===== src/rtl/add_pkg.sv =====
`default_nettype none
// ============================================================================
//  Module      : add_pkg
//  Description : Shared widths, defaults and entry layout for the adder-result
//                FIFO and its statistics counters.
//  Revision    : 1.0 - initial release
// ============================================================================
package add_pkg;

    // Width of the upstream adder sum
    localparam int SUM_W         = 32;
    // One FIFO entry holds {carry, sum}
    localparam int ENTRY_W       = SUM_W + 1;
    // Default FIFO depth (power of two, at least 2)
    localparam int DEPTH_DEFAULT = 4;
    // Default width of the saturating statistics counters
    localparam int CNT_W_DEFAULT = 16;

    // Field view of a stored entry; carry sits in the MSB
    typedef struct packed {
        logic             co;
        logic [SUM_W-1:0] s;
    } entry_t;

    // Pack a carry and a sum into the stored entry layout
    function automatic logic [ENTRY_W-1:0] pack_entry(input logic co,
                                                      input logic [SUM_W-1:0] s);
        entry_t e;
        e.co = co;
        e.s  = s;
        return e;
    endfunction

endpackage
`default_nettype wire


===== src/rtl/sat_cnt.sv =====
`default_nettype none
// ============================================================================
//  Module      : sat_cnt
//  Description : Event counter that increments by one per enabled cycle and
//                sticks at all-ones instead of wrapping.
//  Revision    : 1.0 - initial release
// ============================================================================
module sat_cnt #(
    parameter int CNT_W = 16
) (
    input  logic             clk,
    input  logic             reset_n,
    input  logic             inc,
    output logic [CNT_W-1:0] value
);

    logic [CNT_W-1:0] r_value;
    logic             w_at_max;

    assign w_at_max = &r_value;

    // Count enabled cycles, holding once the maximum is reached
    always_ff @(posedge clk or negedge reset_n) begin
        if (!reset_n) begin
            r_value <= '0;
        end else if (inc && !w_at_max) begin
            r_value <= r_value + 1'b1;
        end
    end

    assign value = r_value;

endmodule
`default_nettype wire


===== src/rtl/sum_fifo_clk.sv =====
`default_nettype none
// ============================================================================
//  Module      : sum_fifo_clk
//  Description : First-word-fall-through FIFO buffering {carry, sum} results
//                of an upstream clocked adder, with saturating counts of
//                carry-out entries and rejected writes.
//  Revision    : 1.0 - initial release
// ============================================================================
module sum_fifo_clk
    import add_pkg::*;
#(
    parameter int DEPTH = DEPTH_DEFAULT,
    parameter int CNT_W = CNT_W_DEFAULT
) (
    input  logic                   clk,
    input  logic                   reset_n,
    input  logic                   in_valid,
    input  logic [SUM_W-1:0]       s_in,
    input  logic                   co_in,
    input  logic                   out_ready,
    output logic                   out_valid,
    output logic [ENTRY_W-1:0]     out_data,
    output logic                   full,
    output logic                   empty,
    output logic [$clog2(DEPTH):0] count,
    output logic [CNT_W-1:0]       ovf_cnt,
    output logic [CNT_W-1:0]       drop_cnt
);

    localparam int c_ptr_w = $clog2(DEPTH);
    localparam logic [c_ptr_w:0] c_full_cnt = (c_ptr_w + 1)'(DEPTH);

    logic [ENTRY_W-1:0] r_mem [DEPTH];
    logic [c_ptr_w-1:0] r_wr_ptr;
    logic [c_ptr_w-1:0] r_rd_ptr;
    logic [c_ptr_w:0]   r_count;
    logic               r_full;
    logic               r_empty;

    logic               w_pop;
    logic               w_push;
    logic               w_drop;
    logic               w_ovf_inc;
    logic [c_ptr_w:0]   w_count_nxt;

    // Handshake decode: pop only when something is stored, and a full FIFO
    // still takes a write if the head leaves in the same cycle
    assign w_pop     = !r_empty && out_ready;
    assign w_push    = in_valid && (!r_full || w_pop);
    assign w_drop    = in_valid && r_full && !w_pop;
    assign w_ovf_inc = w_push && co_in;

    // Next occupancy; simultaneous push and pop leave it unchanged
    always_comb begin
        w_count_nxt = r_count;
        case ({w_push, w_pop})
            2'b10:   w_count_nxt = r_count + 1'b1;
            2'b01:   w_count_nxt = r_count - 1'b1;
            default: w_count_nxt = r_count;
        endcase
    end

    // Storage array; left uninitialised because reads are gated by empty
    always_ff @(posedge clk) begin
        if (w_push) begin
            r_mem[r_wr_ptr] <= pack_entry(co_in, s_in);
        end
    end

    // Pointers, occupancy and registered full/empty flags
    always_ff @(posedge clk or negedge reset_n) begin
        if (!reset_n) begin
            r_wr_ptr <= '0;
            r_rd_ptr <= '0;
            r_count  <= '0;
            r_full   <= 1'b0;
            r_empty  <= 1'b1;
        end else begin
            if (w_push) begin
                r_wr_ptr <= r_wr_ptr + 1'b1;
            end
            if (w_pop) begin
                r_rd_ptr <= r_rd_ptr + 1'b1;
            end
            r_count <= w_count_nxt;
            r_full  <= (w_count_nxt == c_full_cnt);
            r_empty <= (w_count_nxt == '0);
        end
    end

    // Carry-out entries accepted into the FIFO
    sat_cnt #(
        .CNT_W   (CNT_W)
    ) u_ovf_cnt (
        .clk     (clk),
        .reset_n (reset_n),
        .inc     (w_ovf_inc),
        .value   (ovf_cnt)
    );

    // Writes turned away because the FIFO was full with no pop
    sat_cnt #(
        .CNT_W   (CNT_W)
    ) u_drop_cnt (
        .clk     (clk),
        .reset_n (reset_n),
        .inc     (w_drop),
        .value   (drop_cnt)
    );

    // Head entry falls through with no read latency; forced to zero while
    // empty so reset and idle states present a clean bus
    assign out_valid = !r_empty;
    assign out_data  = r_empty ? '0 : r_mem[r_rd_ptr];
    assign full      = r_full;
    assign empty     = r_empty;
    assign count     = r_count;

endmodule
`default_nettype wire

===== config.mk =====
export PLATFORM = sky130hd
export DESIGN_NAME = sum_fifo_clk
export DESIGN_NICKNAME = d
export VERILOG_FILES = /design/src/rtl/add_pkg.sv /design/src/rtl/sat_cnt.sv /design/src/rtl/sum_fifo_clk.sv
export SDC_FILE = /design/constraint.sdc
export NUM_CORES = 1
export LEC_CHECK = 0
export ABC_AREA = 1
export CORE_ASPECT_RATIO = 0.75
export CORE_MARGIN = 10
export CORE_UTILIZATION = 55
export CTS_CLUSTER_DIAMETER = 50
export DETAILED_ROUTE_END_ITERATION = 16
export PLACE_DENSITY = 0.91
export SKIP_CTS_REPAIR_TIMING = 1
export SLEW_MARGIN = 10
export SYNTH_ARGS = -nofsm -noshare
export SYNTH_HDL_FRONTEND = slang
export SYNTH_SLANG_ARGS = --single-unit

===== constraint.sdc =====
create_clock -name clk -period 4.09 [get_ports clk]
set_clock_uncertainty 0.2 [all_clocks]
set_input_delay 0.409 -clock clk [delete_from_list [all_inputs] [get_ports clk]]
set_output_delay 0.409 -clock clk [all_outputs]
set_load 0.01 [all_outputs]

==> report_table.html <==
<table>
<tr><th>Metric</th><th>Value</th></tr>
<tr><th colspan="2">Power</th></tr>
<tr><td>Leak</td><td>3.53 nW</td></tr>
<tr><td>Clk pwr share</td><td>23.3%</td></tr>
<tr><td>Power per cell area</td><td>694 nW/µm²</td></tr>
<tr><td>Power share of the combinational group</td><td>38.0%</td></tr>
<tr><td>Share of total power consumed by net switching</td><td>35.4%</td></tr>
<tr><td>Pint</td><td>4.22 mW</td></tr>
<tr><td>Largest voltage drop on the vdd net</td><td>0.461 mV</td></tr>
<tr><td>Net switching power</td><td>2.31 mW</td></tr>
<tr><td>Sequential group share of total power</td><td>38.7%</td></tr>
<tr><td>Final Power</td><td>6.53 mW</td></tr>
<tr><th colspan="2">Logic synthesis</th></tr>
<tr><td>Fraction of the yosys area taken by sequential cells</td><td>65.6%</td></tr>
<tr><td>Unique cell type count in the Yosys netlist</td><td>28</td></tr>
<tr><td>Post-synthesis cell count</td><td>735</td></tr>
<tr><td>Post-Syn Area</td><td>7600 µm²</td></tr>
<tr><td>Count of warnings emitted by yosys</td><td>0</td></tr>
<tr><td>Syn Area/Cell</td><td>10.3 µm²</td></tr>
<tr><td>Mapped Nets</td><td>780</td></tr>
<tr><td>Yosys reg bits</td><td>173</td></tr>
<tr><th colspan="2">Worst setup path</th></tr>
<tr><td>Arrival @ worst endpoint</td><td>2.67 ns</td></tr>
<tr><td>R2R cell count</td><td>10</td></tr>
<tr><td>Setup slack of the most critical reg-to-reg path</td><td>1.23 ns</td></tr>
<tr><td>Data required time of the critical path</td><td>3.48 ns</td></tr>
<tr><td>Most frequent cell on the critical path</td><td>nor2_1</td></tr>
<tr><td>Path type of the worst setup path</td><td>register to primary output</td></tr>
<tr><td>CP Launch Point</td><td>r_rd_ptr[0]</td></tr>
<tr><td>Crit Reg-Reg Startpoint</td><td>empty</td></tr>
<tr><td>Kind of start point of the critical path</td><td>register</td></tr>
<tr><td>Critical path's top delay family</td><td>buffers and inverters</td></tr>
<tr><td>Capture instance of the worst register-to-register path</td><td>empty</td></tr>
<tr><td>CP max FO</td><td>28</td></tr>
<tr><td>Critical path cell sequence</td><td>buf_4 &gt; nor2_1 &gt; nor2_1 &gt; o21ai_0 &gt; a21oi_1 &gt; clkdlybuf4s50_1</td></tr>
<tr><td>Crit. End Element</td><td>primary output</td></tr>
<tr><td>Worst path max stage delay</td><td>0.65 ns</td></tr>
<tr><td>Max stage delay cell, worst path</td><td>dfrtp_2</td></tr>
<tr><td>Critical path buffers and inverters</td><td>2</td></tr>
<tr><th colspan="2">CTS</th></tr>
<tr><td>Clock buffer depth</td><td>2</td></tr>
<tr><td>Clock insertion delay at the later pin of the skew report</td><td>0.42 ns</td></tr>
<tr><td>Root Buffer Master</td><td>clkbuf_16</td></tr>
<tr><td>Clock edge transition at the registers on the reported setup and hold paths</td><td>0.06 ns</td></tr>
<tr><td>Clock tree from TritonCTS</td><td>done</td></tr>
<tr><td>Number of levels the H-tree was split into</td><td>4</td></tr>
<tr><td>Number of clock sinks</td><td>173</td></tr>
<tr><td>CTS Buf Count</td><td>17</td></tr>
<tr><th colspan="2">Floorplanning</th></tr>
<tr><td>Ports placed on the boundary</td><td>108</td></tr>
<tr><td>Chip Width</td><td>156 µm</td></tr>
<tr><td>Overall die height</td><td>122 µm</td></tr>
<tr><td>Placeable core region</td><td>13600 µm²</td></tr>
<tr><td>Number of core rows</td><td>37</td></tr>
<tr><td>Initial Utilization</td><td>55.9%</td></tr>
<tr><td>Total Die Area</td><td>19000 µm²</td></tr>
<tr><th colspan="2">Final layout</th></tr>
<tr><td>Final-layout fill cell count</td><td>971</td></tr>
<tr><td>Post-Layout Inst Area</td><td>9410 µm²</td></tr>
<tr><td>Fraction of final layout cells sized beyond drive strength 1</td><td>9.11%</td></tr>
<tr><td>Layout net count</td><td>889</td></tr>
<tr><td>Area growth syn-to-layout</td><td>23.7%</td></tr>
<tr><td>Area of all sequential standard cells</td><td>4990 µm²</td></tr>
<tr><td>Finished Core Util</td><td>69.1%</td></tr>
<tr><td>Area of combinational cells with multiple inputs</td><td>2310 µm²</td></tr>
<tr><td>Ant diodes</td><td>0</td></tr>
<tr><td>Final std cells w/o fill</td><td>1031</td></tr>
<tr><th colspan="2">Routing</th></tr>
<tr><td>Detailed route wirelength on metal2</td><td>8.41 mm</td></tr>
<tr><td>Topmost layer with routed signal wires</td><td>met4</td></tr>
<tr><td>Sum of routed wire segments on met1</td><td>7.34 mm</td></tr>
<tr><td>Total via count in the routed design</td><td>5584</td></tr>
<tr><td>Routed via count divided by cell count</td><td>5.42</td></tr>
<tr><td>1st-pass router iterations</td><td>6</td></tr>
<tr><td>Number of design rule violations left after detail routing</td><td>0</td></tr>
<tr><td>Remaining antenna violation count after routing</td><td>0</td></tr>
<tr><td>Average wire per standard cell</td><td>16.9 µm</td></tr>
<tr><td>Final wirelength</td><td>17.5 mm</td></tr>
<tr><td>Initial drt markers</td><td>377</td></tr>
<tr><td>Metal3 WL</td><td>1.57 mm</td></tr>
<tr><th colspan="2">STA</th></tr>
<tr><td>Hold violation count in the final report</td><td>0</td></tr>
<tr><td>Final worst-path cycle share</td><td>80.1%</td></tr>
<tr><td>Max Slew Vio Count</td><td>0</td></tr>
<tr><td>Min Clock Period, post-route</td><td>3.28 ns</td></tr>
<tr><td>Worst slew margin relative to its limit</td><td>37.9%</td></tr>
<tr><td>Slew at the pin closest to its max-slew limit</td><td>0.932 ns</td></tr>
<tr><td>Highest clock frequency the design can meet</td><td>305 MHz</td></tr>
<tr><td>Total negative slack</td><td>0 ns</td></tr>
<tr><td>Setup-failing EPs final</td><td>0</td></tr>
<tr><td>Unrepaired setup endpoints after global routing</td><td>no</td></tr>
<tr><th colspan="2">Place</th></tr>
<tr><td>Placement Cell Area</td><td>8840 µm²</td></tr>
<tr><td>Routability-driven placement congestion ratio</td><td>0.851</td></tr>
<tr><td>Detail Placement HPWL</td><td>11.1 mm</td></tr>
<tr><td>Placed cells</td><td>999</td></tr>
<tr><td>Count of buffers inserted at the top-level ports</td><td>107</td></tr>
<tr><th colspan="2">Global route</th></tr>
<tr><td>Global-route wire length before repair</td><td>28.1 mm</td></tr>
<tr><td>Tot GR Track Use</td><td>18.7%</td></tr>
<tr><td>Vias in the first global route</td><td>5621</td></tr>
<tr><td>Antenna violations before repair</td><td>0</td></tr>
<tr><td>Total overflow reported by the global router</td><td>0</td></tr>
<tr><td>Largest net degree at the start of global routing</td><td>42</td></tr>
<tr><th colspan="2">Worst hold path</th></tr>
<tr><td>Sink of the worst hold path</td><td>u_drop_cnt.value[8]</td></tr>
<tr><td>Cell depth of the worst min-delay path</td><td>1</td></tr>
<tr><td>Startpoint of the worst hold path</td><td>u_drop_cnt.value[8]</td></tr>
<tr><td>Worst min path class</td><td>register to register</td></tr>
<tr><th colspan="2">Outcome</th></tr>
<tr><td>Outcome</td><td>finished clean</td></tr>
<tr><th colspan="2">Job</th></tr>
<tr><td>Max-capacitance violation count</td><td>0</td></tr>
</table>
-- worst register-to-register path: cells and delay by family (launching register included) --
| family | cells | cell delay, ns |
|---|---|---|
| DFF | 1 | 0.55 |
| and+or+nand+nor | 5 | 1.02 |
| buffers and inverters | 2 | 0.12 |
| adders and majority gates | 2 | 0.78 |
| AOI/OAI and AO/OA | 1 | 0.12 |
-- cells in the mapped netlist --
master	instances	area, µm²
nand2_1	132	495
nand3_1	15	75.1
nor2_2	4	25.0
nand3_2	3	30.0
inv_2	3	11.3
xor2_1	12	105
nand4_1	8	50.1
buf_6	4	45.0
o21ai_0	77	385
a21oi_1	34	170
nor2_4	3	33.8
o21ai_2	7	61.3
xnor2_1	3	26.3
fa_1	1	20.0
buf_4	4	30.0
clkbuf_1	12	45.0
or2_2	1	6.26
nand2_2	7	43.8
clkbuf_2	4	20.0
dfstp_2	1	26.3
nand2_4	1	11.3
inv_4	1	6.26
buf_2	5	25.0
dfrtp_1	40	1000
inv_1	41	154
nor2_1	173	649
ha_1	7	87.6
edfxtp_1	132	3960
-- power groups by stage --
stage | sequential, mW | combinational (mW) | clock [mW]
3_5_place_dp | 2.55 | 2.48 | 0
4_1_cts | 2.52 | 2.51 | 1.54
5_1_grt | 2.56 | 2.76 | 1.62
3_3_place_gp | 2.54 | 2.42 | 0
2_1_floorplan | 2.52 | 1.35 | 0
6_report | 2.53 | 2.48 | 1.53
-- layout by cell type (no fill, tap or decap), drive strengths merged --
| cell type | n |
|---|---|
| bufinv | 1 |
| dfrtp | 40 |
| clkdlybuf4s50 | 106 |
| or2 | 1 |
| ha | 7 |
| edfxtp | 132 |
| nand3 | 18 |
| dfstp | 1 |
| xor2 | 12 |
| a21oi | 34 |
| inv | 51 |
| xnor2 | 3 |
| clkbuf | 17 |
| dlygate4sd3 | 1 |
| nor2 | 180 |
| clkinvlp | 3 |
| o21ai | 84 |
| clkinv | 4 |
| fa | 1 |
| nand4 | 8 |
| nand2 | 140 |
| buf | 12 |
-- how the worst max path moves through the flow --
stage | endpoint | slack [ns] | cells past startpoint
5_1_grt | out_data[2] | 0.68 | 6
2_1_floorplan | r_mem[0][0] | 1.20 | 6
4_1_cts | out_data[2] | 0.80 | 6
3_3_place_gp | empty | 1.10 | 10
6_report | out_data[2] | 0.81 | 6
3_5_place_dp | full | 0.99 | 10
-- stage by stage --
stage	hold WS [ns]	worst slack [ns]
after floorplan	-0.0866	1.20
after global placement	0.326	1.10
after detailed placement	0.320	0.987
after CTS	-0.0584	0.797
after global routing	0.378	0.678
final	0.338	0.814
-- per-layer routing --
metal | up-vias | global-route usage [%]
met5 | - | 0
met1 | 2671 | 23.3
met2 | 228 | 30.3
met4 | 0 | 6.71
met3 | 16 | 5.99
li1 | 2669 | -
-- state kept, by name (all words and copies together), names as in the netlist --
name / flops
count: 3
empty: 1
full: 1
r_mem: 132
r_rd_ptr: 2
r_wr_ptr: 2
u_drop_cnt.value: 16
u_ovf_cnt.value: 16
-- layout make-up --
cell class / count / share of cell area [%]
flip-flops and latches: 173 / 53.1
multi-input cells: 488 / 24.5
repair buffers: 119 / 12.3
clock buffers: 17 / 4.52
well taps: 175 / 2.33
inverters: 45 / 1.82
clock inverters: 14 / 1.45
-- logic make-up after synthesis --
family,count (synthesis),share of synthesized area [%]
AOI/OAI and AO/OA,118,8.11
xor gates and xnor gates,15,1.73
adders and majority gates,8,1.42
buffers and inverters,74,4.43
DFF,173,65.6
and+or+nand+nor,347,18.7
No activity file was read; power rests on OpenSTA's default activity.
